<file path="config.mk">
export PLATFORM = sky130hd
export DESIGN_NAME = sar_avg_buffer
export DESIGN_NICKNAME = d
export VERILOG_FILES = /design/src/rtl/sar_pkg.sv /design/src/rtl/sar_result_fifo.sv /design/src/rtl/sar_avg_buffer.sv
export SDC_FILE = /design/constraint.sdc
export NUM_CORES = 1
export LEC_CHECK = 0
export BUFFER_PORTS_ARGS = -buffer_cell sky130_fd_sc_hd__buf_2
export CORE_ASPECT_RATIO = 0.6
export CORE_MARGIN = 5
export CORE_UTILIZATION = 50
export CTS_CLUSTER_DIAMETER = 80
export CTS_CLUSTER_SIZE = 28
export DETAILED_ROUTE_END_ITERATION = 16
export PLACE_DENSITY_LB_ADDON = 0.12
export SETUP_SLACK_MARGIN = 0.4
export SYNTH_ARGS = -nofsm -noshare
export SYNTH_HDL_FRONTEND = slang
export SYNTH_SLANG_ARGS = --single-unit
</file>
<file path="constraint.sdc">
create_clock -name clk_in -period 3.2 [get_ports clk_in]
set_input_delay 0.16 -clock clk_in [delete_from_list [all_inputs] [get_ports clk_in]]
set_output_delay 0.16 -clock clk_in [all_outputs]
set_load 0.01 [all_outputs]
</file>
<file path="src/rtl/sar_pkg.sv">
// Shared definitions for the SAR averaging buffer: default code width,
// accumulator width helper, FSM state encoding and the result record.
package sar_pkg;

  localparam int unsigned DATA_W = 6;

  typedef enum logic [0:0] {
    IDLE  = 1'b0,
    ACCUM = 1'b1
  } sarState_t;

  // One finished block as it travels through the result FIFO.
  typedef struct packed {
    logic [DATA_W-1:0] avg;
    logic [DATA_W-1:0] minCode;
    logic [DATA_W-1:0] maxCode;
  } sarResult_t;

  // Block sum plus one guard bit so the rounding term can never wrap.
  function automatic int unsigned accW(input int unsigned dataW,
                                       input int unsigned log2Avg);
    return dataW + log2Avg + 1;
  endfunction

endpackage

</file>
<file path="src/rtl/sar_result_fifo.sv">
// First-word-fall-through result FIFO with registered head and status.
// Ports:
//   clk, rst_n      clock, asynchronous active-low reset
//   flush           synchronous empty (wins over push/pop)
//   push, pushData  write request and payload (ignored when full without pop)
//   pop             consumer ready; a pop happens only when popValid=1
//   popValid        head entry valid
//   popData         head entry (0 when empty)
//   full, empty     registered status
//   level           registered occupancy 0..DEPTH
module sar_result_fifo #(
  parameter int unsigned WIDTH = 18,
  parameter int unsigned DEPTH = 4,
  localparam int unsigned PTR_W = $clog2(DEPTH),
  localparam int unsigned LVL_W = PTR_W + 1
) (
  input  logic             clk,
  input  logic             rst_n,
  input  logic             flush,
  input  logic             push,
  input  logic [WIDTH-1:0] pushData,
  input  logic             pop,
  output logic             popValid,
  output logic [WIDTH-1:0] popData,
  output logic             full,
  output logic             empty,
  output logic [LVL_W-1:0] level
);

  logic [WIDTH-1:0] mem [DEPTH];
  logic [PTR_W-1:0] wrPtr;
  logic [PTR_W-1:0] rdPtr;
  logic [PTR_W-1:0] wrPtrNext;
  logic [PTR_W-1:0] rdPtrNext;
  logic [LVL_W-1:0] levelNext;
  logic [WIDTH-1:0] headNext;
  logic             wrEn;
  logic             rdEn;

  // A write into a full FIFO is allowed only when the head leaves the same cycle.
  assign rdEn = pop & popValid & ~flush;
  assign wrEn = push & ~flush & (~full | rdEn);

  // Next pointers/occupancy and the value the head register must show next.
  always_comb begin
    wrPtrNext = wrPtr + PTR_W'(wrEn);
    rdPtrNext = rdPtr + PTR_W'(rdEn);
    levelNext = level + LVL_W'(wrEn) - LVL_W'(rdEn);
    headNext  = '0;
    if (flush) begin
      wrPtrNext = '0;
      rdPtrNext = '0;
      levelNext = '0;
    end else if (levelNext != '0) begin
      // Bypass the array when the new head is being written this cycle.
      if (wrEn && (wrPtr == rdPtrNext)) begin
        headNext = pushData;
      end else begin
        headNext = mem[rdPtrNext];
      end
    end
  end

  // Storage array.
  always_ff @(posedge clk) begin
    if (wrEn) begin
      mem[wrPtr] <= pushData;
    end
  end

  // Pointers, head register and status flags.
  always_ff @(posedge clk or negedge rst_n) begin
    if (!rst_n) begin
      wrPtr    <= '0;
      rdPtr    <= '0;
      level    <= '0;
      popValid <= 1'b0;
      popData  <= '0;
      full     <= 1'b0;
      empty    <= 1'b1;
    end else begin
      wrPtr    <= wrPtrNext;
      rdPtr    <= rdPtrNext;
      level    <= levelNext;
      popValid <= (levelNext != '0);
      popData  <= headNext;
      full     <= (levelNext == LVL_W'(DEPTH));
      empty    <= (levelNext == '0);
    end
  end

endmodule

</file>
<file path="src/rtl/sar_avg_buffer.sv">
// Block averager behind the SAR converter: accumulates 2^LOG2_AVG codes,
// produces the rounded average with block min/max and queues it in a FWFT
// FIFO so the reader can stall without back-pressuring the converter.
// Ports:
//   clk_in, rst_in          clock, asynchronous active-low reset
//   conv_done_in/code_in    one-cycle conversion strobe and code
//   avg_en_in               1 = accumulate, 0 = idle (partial block dropped)
//   clear_in                synchronous flush of FIFO, accumulator, overrun
//   avg_ready_in            consumer ready
//   avg_valid_out, avg_data_out, avg_min_out, avg_max_out   FIFO head
//   overrun_out             sticky: a finished block was dropped
//   level_out               FIFO occupancy
module sar_avg_buffer
  import sar_pkg::*;
#(
  parameter int unsigned DATA_W     = sar_pkg::DATA_W,
  parameter int unsigned LOG2_AVG   = 2,
  parameter int unsigned FIFO_DEPTH = 4,
  localparam int unsigned LVL_W     = $clog2(FIFO_DEPTH) + 1
) (
  input  logic              clk_in,
  input  logic              rst_in,
  input  logic              conv_done_in,
  input  logic [DATA_W-1:0] conv_code_in,
  input  logic              avg_en_in,
  input  logic              clear_in,
  input  logic              avg_ready_in,
  output logic              avg_valid_out,
  output logic [DATA_W-1:0] avg_data_out,
  output logic [DATA_W-1:0] avg_min_out,
  output logic [DATA_W-1:0] avg_max_out,
  output logic              overrun_out,
  output logic [LVL_W-1:0]  level_out
);

  localparam int unsigned ACC_W = accW(DATA_W, LOG2_AVG);
  localparam int unsigned CNT_W = (LOG2_AVG > 0) ? LOG2_AVG : 1;
  localparam int unsigned RES_W = 3 * DATA_W;
  localparam logic [CNT_W-1:0] LAST_CNT   = CNT_W'((1 << LOG2_AVG) - 1);
  localparam logic [ACC_W-1:0] ROUND_TERM = ACC_W'((1 << LOG2_AVG) >> 1);
  localparam logic [ACC_W-1:0] CODE_MAX   = ACC_W'((1 << DATA_W) - 1);

  // The result record is sized by the package width.
  if (DATA_W != sar_pkg::DATA_W) begin : gDataWCheck
    $error("sar_avg_buffer: DATA_W must match sar_pkg::DATA_W");
  end

  sarState_t         state;
  sarState_t         stateNext;
  logic [ACC_W-1:0]  acc;
  logic [ACC_W-1:0]  accNext;
  logic [CNT_W-1:0]  cnt;
  logic [CNT_W-1:0]  cntNext;
  logic [DATA_W-1:0] blkMin;
  logic [DATA_W-1:0] blkMinNext;
  logic [DATA_W-1:0] blkMax;
  logic [DATA_W-1:0] blkMaxNext;
  logic              pushValid;
  logic              pushValidNext;
  sarResult_t        pushData;
  sarResult_t        pushDataNext;
  logic              overrunNext;

  logic [ACC_W-1:0]  sumFull;
  logic [ACC_W-1:0]  rounded;
  logic [ACC_W-1:0]  shifted;
  logic [DATA_W-1:0] avgSat;
  logic [DATA_W-1:0] sampleMin;
  logic [DATA_W-1:0] sampleMax;
  logic              firstSample;
  logic              sampleEn;
  logic              blockEnd;
  logic              fifoDrop;

  logic              fifoFull;
  logic              fifoEmpty;
  sarResult_t        headData;

  // Sample-path arithmetic: running sum, rounded/saturated average, min/max.
  always_comb begin
    sumFull     = acc + ACC_W'(conv_code_in);
    rounded     = sumFull + ROUND_TERM;
    shifted     = rounded >> LOG2_AVG;
    avgSat      = (shifted > CODE_MAX) ? '1 : shifted[DATA_W-1:0];
    firstSample = (cnt == '0);
    sampleMin   = (firstSample || (conv_code_in < blkMin)) ? conv_code_in : blkMin;
    sampleMax   = (firstSample || (conv_code_in > blkMax)) ? conv_code_in : blkMax;
    sampleEn    = (state == ACCUM) && avg_en_in && conv_done_in;
    blockEnd    = (cnt == LAST_CNT);
    // A finished block reaching a full FIFO with no pop is lost.
    fifoDrop    = pushValid & fifoFull & ~(~fifoEmpty & avg_ready_in);
  end

  // Next-state and accumulator control.
  always_comb begin
    stateNext     = state;
    accNext       = acc;
    cntNext       = cnt;
    blkMinNext    = blkMin;
    blkMaxNext    = blkMax;
    pushValidNext = 1'b0;
    pushDataNext  = pushData;
    overrunNext   = overrun_out;

    case (state)
      IDLE:    if (avg_en_in)  stateNext = ACCUM;
      ACCUM:   if (!avg_en_in) stateNext = IDLE;
      default: stateNext = IDLE;
    endcase

    if ((state == ACCUM) && !avg_en_in) begin
      accNext    = '0;
      cntNext    = '0;
      blkMinNext = '0;
      blkMaxNext = '0;
    end else if (sampleEn) begin
      if (blockEnd) begin
        // Restart the block on the same edge so the next strobe is kept.
        pushValidNext        = 1'b1;
        pushDataNext.avg     = avgSat;
        pushDataNext.minCode = sampleMin;
        pushDataNext.maxCode = sampleMax;
        accNext              = '0;
        cntNext              = '0;
        blkMinNext           = '0;
        blkMaxNext           = '0;
      end else begin
        accNext    = sumFull;
        cntNext    = cnt + CNT_W'(1);
        blkMinNext = sampleMin;
        blkMaxNext = sampleMax;
      end
    end

    if (fifoDrop) begin
      overrunNext = 1'b1;
    end

    if (clear_in) begin
      accNext       = '0;
      cntNext       = '0;
      blkMinNext    = '0;
      blkMaxNext    = '0;
      pushValidNext = 1'b0;
      pushDataNext  = '0;
      overrunNext   = 1'b0;
    end
  end

  // State, accumulator and pending-result registers.
  always_ff @(posedge clk_in or negedge rst_in) begin
    if (!rst_in) begin
      state       <= IDLE;
      acc         <= '0;
      cnt         <= '0;
      blkMin      <= '0;
      blkMax      <= '0;
      pushValid   <= 1'b0;
      pushData    <= '0;
      overrun_out <= 1'b0;
    end else begin
      state       <= stateNext;
      acc         <= accNext;
      cnt         <= cntNext;
      blkMin      <= blkMinNext;
      blkMax      <= blkMaxNext;
      pushValid   <= pushValidNext;
      pushData    <= pushDataNext;
      overrun_out <= overrunNext;
    end
  end

  sar_result_fifo #(
    .WIDTH (RES_W),
    .DEPTH (FIFO_DEPTH)
  ) uFifo (
    .clk      (clk_in),
    .rst_n    (rst_in),
    .flush    (clear_in),
    .push     (pushValid),
    .pushData (pushData),
    .pop      (avg_ready_in),
    .popValid (avg_valid_out),
    .popData  (headData),
    .full     (fifoFull),
    .empty    (fifoEmpty),
    .level    (level_out)
  );

  assign avg_data_out = headData.avg;
  assign avg_min_out  = headData.minCode;
  assign avg_max_out  = headData.maxCode;

endmodule

</file>
==> run_results.csv, run 1 <==
group,metric,value,unit
status,outcome,"completed",
pwr,p_seq_share,43.2,%
placed_design,dp_hpwl,8390,um
placed_design,place.gp.congestion,0.830,
pwr,p_sw,1220,uW
synthesis,synthXorXnorAreaFrac,1.93,%
setup_path,cp_max_fo,4,
pwr,power_frac_comb,13.1,%
floorplan,dieArea,0.0151,sq mm
synthesis,synth_top_area_share,34.0,%
worst_hold_path,min_path_type,"in2reg",
finish,diodes,0,
clock_tree,cts_root_buffer,"clkbuf_16",
placed_design,pre_cts_ws,0.206,ns
setup_path,crit_path_end,"pushData[17]$_DFFE_PN0P_",
synthesis,yosys-top-cells-area,"edfxtp_1, dfrtp_1, mux4_2",
finish,syn2layout_area_growth,16.9,%
setup_path,crit_start,"acc[0]$_DFFE_PN0P_",
synthesis,syn-cell-area,0.00635,sq mm
clock_tree,cts_buffer_depth,2,
worst_hold_path,min-delay-start,"clear_in",
pwr,power.internal,3490,uW
setup_path,cp.arrival,2.98,ns
run,max_cap_violations,0,
global_route,grt_pass1_wl,20900,um
synthesis,async_flop_share,50.0,%
finish,fin_cells,682,
setup_path,worstPathRequired,3.51,ns
clock_tree,worstSkewPairLatency,0.42,ns
routing,drt_iter0_drc,238,
finish,fin_nets,542,
sta,final-hold-violation-count,0,
setup_path,crit_path_start_kind,"flop",
sta,tightest_slew,0.945,ns
floorplan,ios,35,
sta,grt_setup_unrepaired,"false",
sta,fmax,374,MHz
setup_path,setup.worst_path.class,"reg2reg",
global_route,groute.usage.overall,17.9,%
synthesis,synth-compound-area-share,8.80,%
setup_path,rr_endpoint,"pushData[17]$_DFFE_PN0P_",
synthesis,synth.largest_area_cell,"edfxtp_1",
clock_tree,ctsHtreeMaxLevel,4,
global_route,antenna_found_initial,0,
synthesis,syn_inst,456,
floorplan,die_w,156,um
synthesis,syn_nets,494,
routing,vias,3802,
synthesis,synthAdderAreaFrac,5.36,%
pwr,sw_frac_of_total,25.9,%
routing,wl_per_cell,18.4,um
routing,wl,12500,um
synthesis,synthSimpleGateAreaFrac,7.19,%
sta,relSlewSlack,37.0,%
sta,slew_violations,0,
floorplan,start_util,51.8,%
synthesis,syn_area_per_cell,13.9,sq um
floorplan,die_h,97.3,um
clock_tree,clock-sinks,144,
synthesis,synthMuxAreaShare,11.3,%
finish,final_area,0.00743,sq mm
sta,timing.final.ws_setup,0.527,ns
synthesis,synth_edf_count,72,
setup_path,reg2reg_from,"acc[0]$_DFFE_PN0P_",
pwr,clockPowerShare,43.7,%
sta,period_share,83.5,%
floorplan,core,0.0123,sq mm
setup_path,ff2ff_path_depth,8,
floorplan,fp-row-count,31,
placed_design,io_buffer_count,34,
sta,min_period,2.67,ns
routing,ant_nets,0,
global_route,grt_pass1_vias,3907,
pwr,power.density,634,mW/mm^2
sta,fin_worst_skew,0.00971,ns
finish,n_fill_cell,957,
global_route,grt_max_degree,73,
setup_path,regToRegSetupSlack,0.53,ns
clock_tree,clkTransAtPathRegs,0.07,ns
finish,drive_above_1_share,21.7,%
synthesis,ys_ff_latch,144,
clock_tree,cts_tree,"done",
synthesis,synth_top_family_by_area,"multiplexers",
pwr,peakVddDrop,0.293,mV
routing,drc,0,
synthesis,ys_types,45,
synthesis,ys.flop_type,"edfxtp_1",
pwr,power.leakage,0.00311,uW
placed_design,dp.cells,647,
sta,finalSetupViolCount,0,
global_route,overflow,0,
sta,final.setup.tns,0,ns
clock_tree,cts_buffers,17,
synthesis,yosysSeqAreaShare,62.4,%
placed_design,place_area,0.00678,sq mm
routing,via_per_inst,5.57,
synthesis,yosys_warnings,0,
routing,drt_pass1_iterations,4,
setup_path,cp-end-kind,"flop",
==> synth_stat cells (4+ instances only) <==
cell type / number
nor2_1: 43
or3_1: 4
nand3_1: 7
dfrtp_1: 71
edfxtp_1: 72
a21oi_1: 8
nor2b_1: 5
nor3_1: 6
a22o_1: 11
o21ai_0: 15
mux2i_1: 31
nand2_1: 16
a21o_1: 9
xor2_1: 9
xnor2_1: 5
mux4_2: 18
ha_1: 24
a211oi_1: 17
inv_1: 30
clkbuf_1: 16
==> worst min-delay path by stage <==
| stage | endpoint | slack, ns | cells past startpoint |
|---|---|---|---|
| CTS | uFifo.level[0]$_DFF_PN0_ | 0.02 | 2 |
| global route | uFifo.level[0]$_DFF_PN0_ | 0.03 | 2 |
| finish | uFifo.level[1]$_DFF_PN0_ | 0.04 | 2 |
| floorplan | acc[0]$_DFFE_PN0P_ | -0.14 | 0 |
| global placement | state$_DFF_PN0_ | 0.30 | 1 |
| detailed placement | state$_DFF_PN0_ | 0.30 | 1 |
==> power by group through the flow <==
stage | registers (uW) | clock network (uW) | logic [uW]
floorplan | 2070 | 0 | 426
global placement | 2070 | 0 | 603
detailed placement | 2070 | 0 | 616
CTS | 2030 | 2100 | 625
global route | 2040 | 2190 | 695
finish | 2030 | 2060 | 618
==> sequential cells by signal, indices dropped and copies added, names as in the netlist <==
register	flops
acc	9
blkMax	6
blkMin	6
cnt	2
overrun_out	1
pushData	18
pushValid	1
state	1
uFifo.empty	1
uFifo.full	1
uFifo.level	3
uFifo.mem	72
uFifo.popData	18
uFifo.popValid	1
uFifo.rdPtr	2
uFifo.wrPtr	2
==> per-layer routing <==
layer	part of all wire [%]	global-route usage (%)	up-vias
met4	0.68	5.58	0
met5	0	0	-
met3	5.0	4.72	10
met2	45	25.6	74
li1	-	-	1783
met1	49	26.7	1935
==> area by class of cell <==
type | instances | area [sq um] | area share, %
multi-input cells | 261 | 2230 | 30.0
clock buffers | 17 | 425 | 5.73
repair buffers | 50 | 298 | 4.01
inverters | 30 | 113 | 1.52
clock inverters | 15 | 194 | 2.61
well taps | 165 | 206 | 2.78
flip-flops and latches | 144 | 3970 | 53.4
==> metrics by stage <==
step | power [uW] | hold WS [ns] | utilization (%)
2_1_floorplan | 2500 | -0.136 | -
3_3_place_gp | 2670 | 0.298 | 55.3
3_5_place_dp | 2680 | 0.303 | 55.3
4_1_cts | 4760 | 0.0189 | 60.6
5_1_grt | 4920 | 0.0311 | 60.6
6_report | 4710 | 0.0415 | 60.6
==> placed cells by master (no fill, tap or decap), drive strengths merged, types with 2 or more instances in the layout <==
master,count
or3,4
a21oi,8
a31oi,2
nand3,7
dfrtp,71
dlygate4sd3,2
bufinv,3
fa,2
edfxtp,72
buf,48
a22o,11
inv,38
nor2,43
clkinvlp,3
o31ai,2
mux2i,31
nand2,16
a21o,9
and3,3
nand2b,3
ha,24
o21ai,15
mux4,18
xnor2,5
nor3,6
xor2,9
clkbuf,17
a211oi,19
and2,5
nor2b,5
==> worst max-delay path, cell delays in order, from the launching register on <==
cell and delay, ns:
dfrtp_1 0.38, ha_1 0.22, fa_2 0.38, nand3_1 0.10, a21oi_1 0.10, or4b_4 0.60
nor4_1 0.39, xor2_1 0.12, a211oi_1 0.27
==> cell families after synthesis <==
group,Yosys count
muxes,49
xor gates and xnor gates,14
buffers and inverters,51
DFF,144
AOI/OAI and AO/OA,75
and+or+nand+nor,97
adders and majority gates,26
==> timing repair <==
action                                  CTS  global route
setup buffers                             1             0
hold buffers                              2             0
gates cloned                              0             0
gates resized for setup                   2             0
endpoints found under the setup margin    6             6
hold endpoints to repair                 72             0
pin swaps                                 0             1
Note: power is estimated with default switching activity, not from simulation.
==> run 2: changes to the inputs <==
==> constraint.sdc (replaced) <==
create_clock -name clk_in -period 2.2 [get_ports clk_in]
set_input_delay 0.11 -clock clk_in [delete_from_list [all_inputs] [get_ports clk_in]]
set_output_delay 0.11 -clock clk_in [all_outputs]
set_load 0.01 [all_outputs]
==> run 2 against run 1 <==
  * The run now ends with setup timing left
  * Non-clock buffer count up 68
  * Combinational power rose to 2.8 times the previous value
  * Sequential power up 46%
  * Worst hold slack better by 0.034 ns
  * Via count up 8.7%
  * Clock power up 38%
  * Global-route usage up 2.1 points
  * Register-to-register slack worse by 0.92 ns
  * Highest routed layer unchanged
==> run_results.csv, run 2 (same netlist as run 1, synthesis figures left out) <==
group,metric,value,unit
pwr,power.internal,5320,uW
status,outcome,"finished with violations",
finish,largest_register,"uFifo.mem",
finish,top_regs,"uFifo.mem x72, pushData x18, uFifo.popData x18",
sta,finalSetupViolCount,24,
setup_path,critPathTopFamily,"simple AND/OR/NAND/NOR gates",
placed_design,dp_hpwl,8910,um
clock_tree,cts_buffers,17,
floorplan,dieArea,0.0151,sq mm
sta,fin_worst_skew,0.0144,ns
routing,wl_per_cell,20.0,um
setup_path,cp_slowest_cell,"or4b_4",
finish,final_cell_mix,"edfxtp_1, dfrtp_1, buf_4",
setup_path,regToRegSetupSlack,-0.40,ns
routing,drt_pass1_iterations,4,
placed_design,dp.cells,682,
pwr,p_seq_share,39.2,%
setup_path,crit_path_start_kind,"flop",
clock_tree,cts_buffer_depth,2,
global_route,met3_usage,3.83,%
setup_path,cp-end-kind,"flop",
clock_tree,cts_root_buffer,"clkbuf_16",
finish,largest_reg_flops,72,
sta,grt_setup_unrepaired,"true",
floorplan,die_h,97.3,um
setup_path,setup.worst_path.class,"reg2reg",
clock_tree,clock-sinks,144,
sta,timing.final.ws_setup,-0.397,ns
pwr,p_sw,2230,uW
clock_tree,worstSkewPairLatency,0.42,ns
setup_path,max_stage_delay,0.54,ns
routing,drc,0,
sta,relSlewSlack,36.7,%
finish,n_fill_cell,828,
pwr,power_frac_comb,23.0,%
pwr,power.density,877,mW/mm^2
sta,fmax,385,MHz
placed_design,pre_cts_ws,-0.392,ns
finish,fin_cells,750,
setup_path,cp_max_fo,3,
routing,ant_nets,0,
global_route,grt_pass1_vias,4244,
routing,wl,15000,um
pwr,sw_frac_of_total,29.5,%
routing,via_per_inst,5.51,
placed_design,place.gp.congestion,0.840,
pwr,clockPowerShare,37.7,%
status,violations,"setup timing",
global_route,met1_usage,30.3,%
sta,final-hold-violation-count,0,
clock_tree,clkTransAtPathRegs,0.07,ns
finish,diodes,0,
global_route,busiest_layer,"met1",
finish,fin_nets,610,
floorplan,fp-row-count,31,
setup_path,cp.arrival,2.90,ns
sta,min_period,2.60,ns
worst_hold_path,min_path_type,"in2reg",
placed_design,io_buffer_count,34,
floorplan,ios,35,
global_route,overflow,0,
floorplan,core,0.0123,sq mm
finish,drive_above_1_share,43.6,%
routing,drt_iter0_drc,203,
floorplan,die_w,156,um
global_route,grt_max_degree,73,
global_route,antenna_found_initial,0,
pwr,power.leakage,0.00350,uW
setup_path,critical_path_buf_inv_count,1,
pwr,power.total,7550,uW
setup_path,worstPathRequired,2.50,ns
sta,slew_violations,0,
finish,layout_commonest_cell,"edfxtp_1",
sta,hold_ws,0.0756,ns
finish,finish.utilization,70.2,%
finish,syn2layout_area_growth,35.5,%
global_route,met2_usage,29.5,%
global_route,grt_pass1_wl,23200,um
clock_tree,ctsHtreeMaxLevel,4,
global_route,groute.usage.overall,19.9,%
sta,tightest_slew,0.949,ns
floorplan,start_util,51.8,%
sta,period_share,118,%
pwr,peakVddDrop,0.620,mV
clock_tree,cts_tree,"done",
run,max_cap_violations,0,
setup_path,path_cells,"ha_2, fa_2, nand3_2, a21oi_2, or4b_4, buf_4, nor3_1, o21ai_0, a311oi_1",
routing,vias,4133,
-- run 2: cell types whose count changed in the layout (fill, tap and decap cells not counted), moves of 9 or more --
cell	delta
buf_4	+46
buf_6	+12
ha_1	-10
mux2i_1	-14
mux2i_4	+9
nor2_1	-20
nor2_2	+13
o21ai_0	-9
-- run 2: worst paths after layout --
check / startpoint / end / cells after the start
worst max-delay path: acc[0]$_DFFE_PN0P_ / pushData[15]$_DFFE_PN0P_ / 9
worst min-delay path: avg_ready_in / overrun_out$_DFFE_PN0P_ / 4
worst max register to register: acc[0]$_DFFE_PN0P_ / pushData[15]$_DFFE_PN0P_ / 9
worst min register to register: overrun_out$_DFFE_PN0P_ / overrun_out$_DFFE_PN0P_ / 2
max in group asynchronous: rst_in / acc[8]$_DFFE_PN0P_ / 2
min in group asynchronous: rst_in / blkMax[3]$_DFFE_PN0P_ / 2
-- run 2: metal layers --
layer	up-vias	share of wire (%)	routed length, um
met5	-	0	0
met4	0	0.45	67
li1	1911	-	-
met1	2126	47	7090
met2	90	47	7100
met3	6	5.1	760
-- run 2: timing repair --
item                                   4_1_cts  5_1_grt
hold buffers                                 3        0
setup endpoints to repair                   55       61
endpoints found under the hold margin       74        0
buffers inserted                             8       21
pin swaps                                    8       22
gates resized for setup                     67       47
cloned                                       3        1
-- run 2: final cells by class --
type | count | area (sq um) | area share (%)
Clock inverter | 15 | 159 | 1.85
Timing Repair Buffer | 118 | 996 | 11.6
Tap cell | 165 | 206 | 2.40
Inverter | 30 | 115 | 1.34
Clock buffer | 17 | 425 | 4.94
Sequential cell | 144 | 3970 | 46.1
Multi-Input combinational cell | 261 | 2740 | 31.8
-- run 2: through the flow --
| step | instance area, sq um | TNS, ns |
|---|---|---|
| finish | 8610 | -3.43 |
| global route | 8610 | -5.82 |
| CTS | 8180 | -3.36 |
| detailed placement | 7130 | -3.09 |
| global placement | 7130 | -2.09 |
| floorplan | 6480 | -1.21 |
-- run 2: worst register-to-register path, delay by kind of cell, from the launching register on --
family                     cells  cell delay [ns]
and+or+nand+nor                3             0.83
adders and majority gates      2             0.56
AOI/OAI and AO/OA              3             0.55
DFF                            1             0.38
buffers and inverters          1             0.16
-- run 2: power groups by stage --
stage	sequential, uW	combinational (uW)	clock (uW)
2_1_floorplan	3010	697	0
3_3_place_gp	3000	1110	0
3_5_place_dp	3010	1130	0
4_1_cts	2960	1580	2890
5_1_grt	2970	1870	3020
6_report	2960	1740	2850
==> run 3: changes to the inputs <==
--- a/config.mk
+++ b/config.mk
@@ -8,7 +8,7 @@
 export BUFFER_PORTS_ARGS = -buffer_cell sky130_fd_sc_hd__buf_2
 export CORE_ASPECT_RATIO = 0.6
 export CORE_MARGIN = 5
-export CORE_UTILIZATION = 50
+export CORE_UTILIZATION = 30
 export CTS_CLUSTER_DIAMETER = 80
 export CTS_CLUSTER_SIZE = 28
 export DETAILED_ROUTE_END_ITERATION = 16
==> constraint.sdc (replaced) <==
create_clock -name clk_in -period 2.2 [get_ports clk_in]
set_input_delay 0.11 -clock clk_in [delete_from_list [all_inputs] [get_ports clk_in]]
set_output_delay 0.11 -clock clk_in [all_outputs]
set_load 0.005 [all_outputs]
==> run 3 against run 2 <==
  * The flow still finishes with violations (setup timing)
  * Die area rose by 60%
  * Sequential power is essentially flat
  * Highest routed layer unchanged
  * Worst setup slack got worse by 0.030 ns
  * Critical endpoint unchanged
==> run_results.csv, run 3 (same netlist as run 1, synthesis figures left out) <==
group,metric,value,unit
setup_path,cp.arrival,2.91,ns
sta,finalSetupViolCount,21,
setup_path,reg2reg_from,"acc[0]$_DFFE_PN0P_",
routing,wl_per_cell,18.7,um
clock_tree,cts_root_buffer,"clkbuf_16",
global_route,grt_pass1_vias,4202,
setup_path,regToRegSetupSlack,-0.43,ns
sta,min_period,2.63,ns
floorplan,ios,35,
sta,final-hold-violation-count,0,
floorplan,die_h,123,um
routing,ant_nets,0,
sta,fin_worst_skew,0.00886,ns
clock_tree,cts_buffer_depth,2,
clock_tree,worstSkewPairLatency,0.43,ns
floorplan,die_w,198,um
global_route,grt_max_degree,42,
placed_design,dp_hpwl,10100,um
global_route,groute.usage.overall,14.0,%
setup_path,crit_path_start_kind,"flop",
worst_hold_path,min_path_type,"in2reg",
finish,layout_commonest_cell,"edfxtp_1",
status,outcome,"finished with violations",
sta,timing.final.ws_setup,-0.428,ns
clock_tree,clkTransAtPathRegs,0.06,ns
finish,drive_above_1_share,44.8,%
setup_path,worstPathRequired,2.48,ns
setup_path,crit_path_end,"pushData[15]$_DFFE_PN0P_",
sta,final.setup.tns,-3.34,ns
placed_design,place.gp.congestion,0.784,
sta,fmax,381,MHz
placed_design,dp.cells,797,
routing,vias,4108,
clock_tree,clock-sinks,144,
finish,top_regs,"uFifo.mem x72, pushData x18, uFifo.popData x18",
pwr,power.leakage,0.00354,uW
run,max_cap_violations,0,
clock_tree,cts_buffers,17,
floorplan,start_util,30.4,%
pwr,peakVddDrop,0.556,mV
global_route,overflow,0,
routing,via_per_inst,4.77,
floorplan,fp-row-count,41,
pwr,power.density,874,mW/mm^2
setup_path,crit_start,"acc[0]$_DFFE_PN0P_",
placed_design,io_buffer_count,34,
sta,tightest_slew,0.580,ns
sta,slew_violations,0,
global_route,antenna_found_initial,0,
finish,fin_nets,608,
floorplan,core,0.0209,sq mm
status,violations,"setup timing",
setup_path,cp_max_fo,6,
finish,final_cell_mix,"edfxtp_1, dfrtp_1, buf_4",
routing,drt_iter0_drc,194,
setup_path,setup.worst_path.class,"reg2reg",
routing,wl,16100,um
finish,largest_reg_flops,72,
clock_tree,cts_tree,"done",
finish,syn2layout_area_growth,40.7,%
finish,fin_cells,862,
setup_path,cp-end-kind,"flop",
floorplan,dieArea,0.0243,sq mm
finish,largest_register,"uFifo.mem",
sta,period_share,119,%
setup_path,ff2ff_path_depth,8,
sta,relSlewSlack,61.1,%
routing,drc,0,
clock_tree,ctsHtreeMaxLevel,4,
finish,diodes,0,
sta,grt_setup_unrepaired,"true",
global_route,grt_pass1_wl,25100,um
setup_path,rr_endpoint,"pushData[15]$_DFFE_PN0P_",
routing,drt_pass1_iterations,4,
[run 3: cell types whose count changed in the layout (fill, tap and decap cells not counted), sizes merged]
cell,change
bufbuf,+1
buf,-2
inv,-10
bufinv,+2
clkinv,+2
clkbuf,+6
clkinvlp,-1
[run 3: report_power, final]
group	leakage [uW]	internal [uW]	switching (uW)	total (uW)
combinational	0.00160	1020	901	1920
clock	0.000296	1830	1110	2940
sequential	0.00165	2900	59.7	2960
[run 3: critical path: stages (launching register included)]
cell and delay (ns):
dfrtp_1 0.38, ha_2 0.19, fa_2 0.38, nand3_2 0.09, a21oi_2 0.06, or4b_4 0.54, a2111oi_4 0.30, mux2i_4 0.40
a311oi_2 0.14
[run 3: final cells by class]
type                    count  area, sq um
fillers                  1936        12000
well taps                 279          349
flip-flops and latches    144         3970
clock buffers              24          503
multi-input cells         261         2860
inverters                  30          113
clock inverters             8          100
repair buffers            116         1050
[run 3: metrics by stage]
stage	area [sq um]	total power, uW	setup WS [ns]	hold slack (ns)	utilization, %
detailed placement	7300	4160	-0.425	0.110	34.9
finish	8940	7820	-0.428	0.0749	42.7
global route	8940	8190	-0.520	0.0924	42.7
CTS	8530	7650	-0.408	0.0680	40.8
floorplan	6480	3700	-0.221	-0.186	-
global placement	7300	4160	-0.367	0.103	34.9
[run 3: per-layer routing]
layer | track usage, % | wire length (um) | vias up
met5 | 0 | 0 | -
met4 | 4.34 | 171 | 0
met3 | 3.65 | 714 | 15
met2 | 19.4 | 7050 | 69
met1 | 21.3 | 8160 | 2113
li1 | - | - | 1911
[run 3: how the worst min path moves through the flow]
| stage | startpoint | to | slack (ns) | depth (start not counted) |
|---|---|---|---|---|
| floorplan | rst_in | acc[0]$_DFFE_PN0P_ | -0.19 | 0 |
| global placement | rst_in | blkMax[3]$_DFFE_PN0P_ | 0.10 | 1 |
| detailed placement | rst_in | blkMax[3]$_DFFE_PN0P_ | 0.11 | 1 |
| CTS | avg_ready_in | overrun_out$_DFFE_PN0P_ | 0.07 | 4 |
| global route | avg_ready_in | overrun_out$_DFFE_PN0P_ | 0.09 | 4 |
| finish | avg_ready_in | overrun_out$_DFFE_PN0P_ | 0.07 | 4 |
[run 3: repair_timing]
item                                   4_1_cts  5_1_grt
setup buffers                               11       14
endpoints found under the hold margin       34        0
cloned                                       5        0
hold buffers                                 3        0
pin swaps                                   17       26
setup endpoints to repair                   55       97
gates resized for setup                     72       61
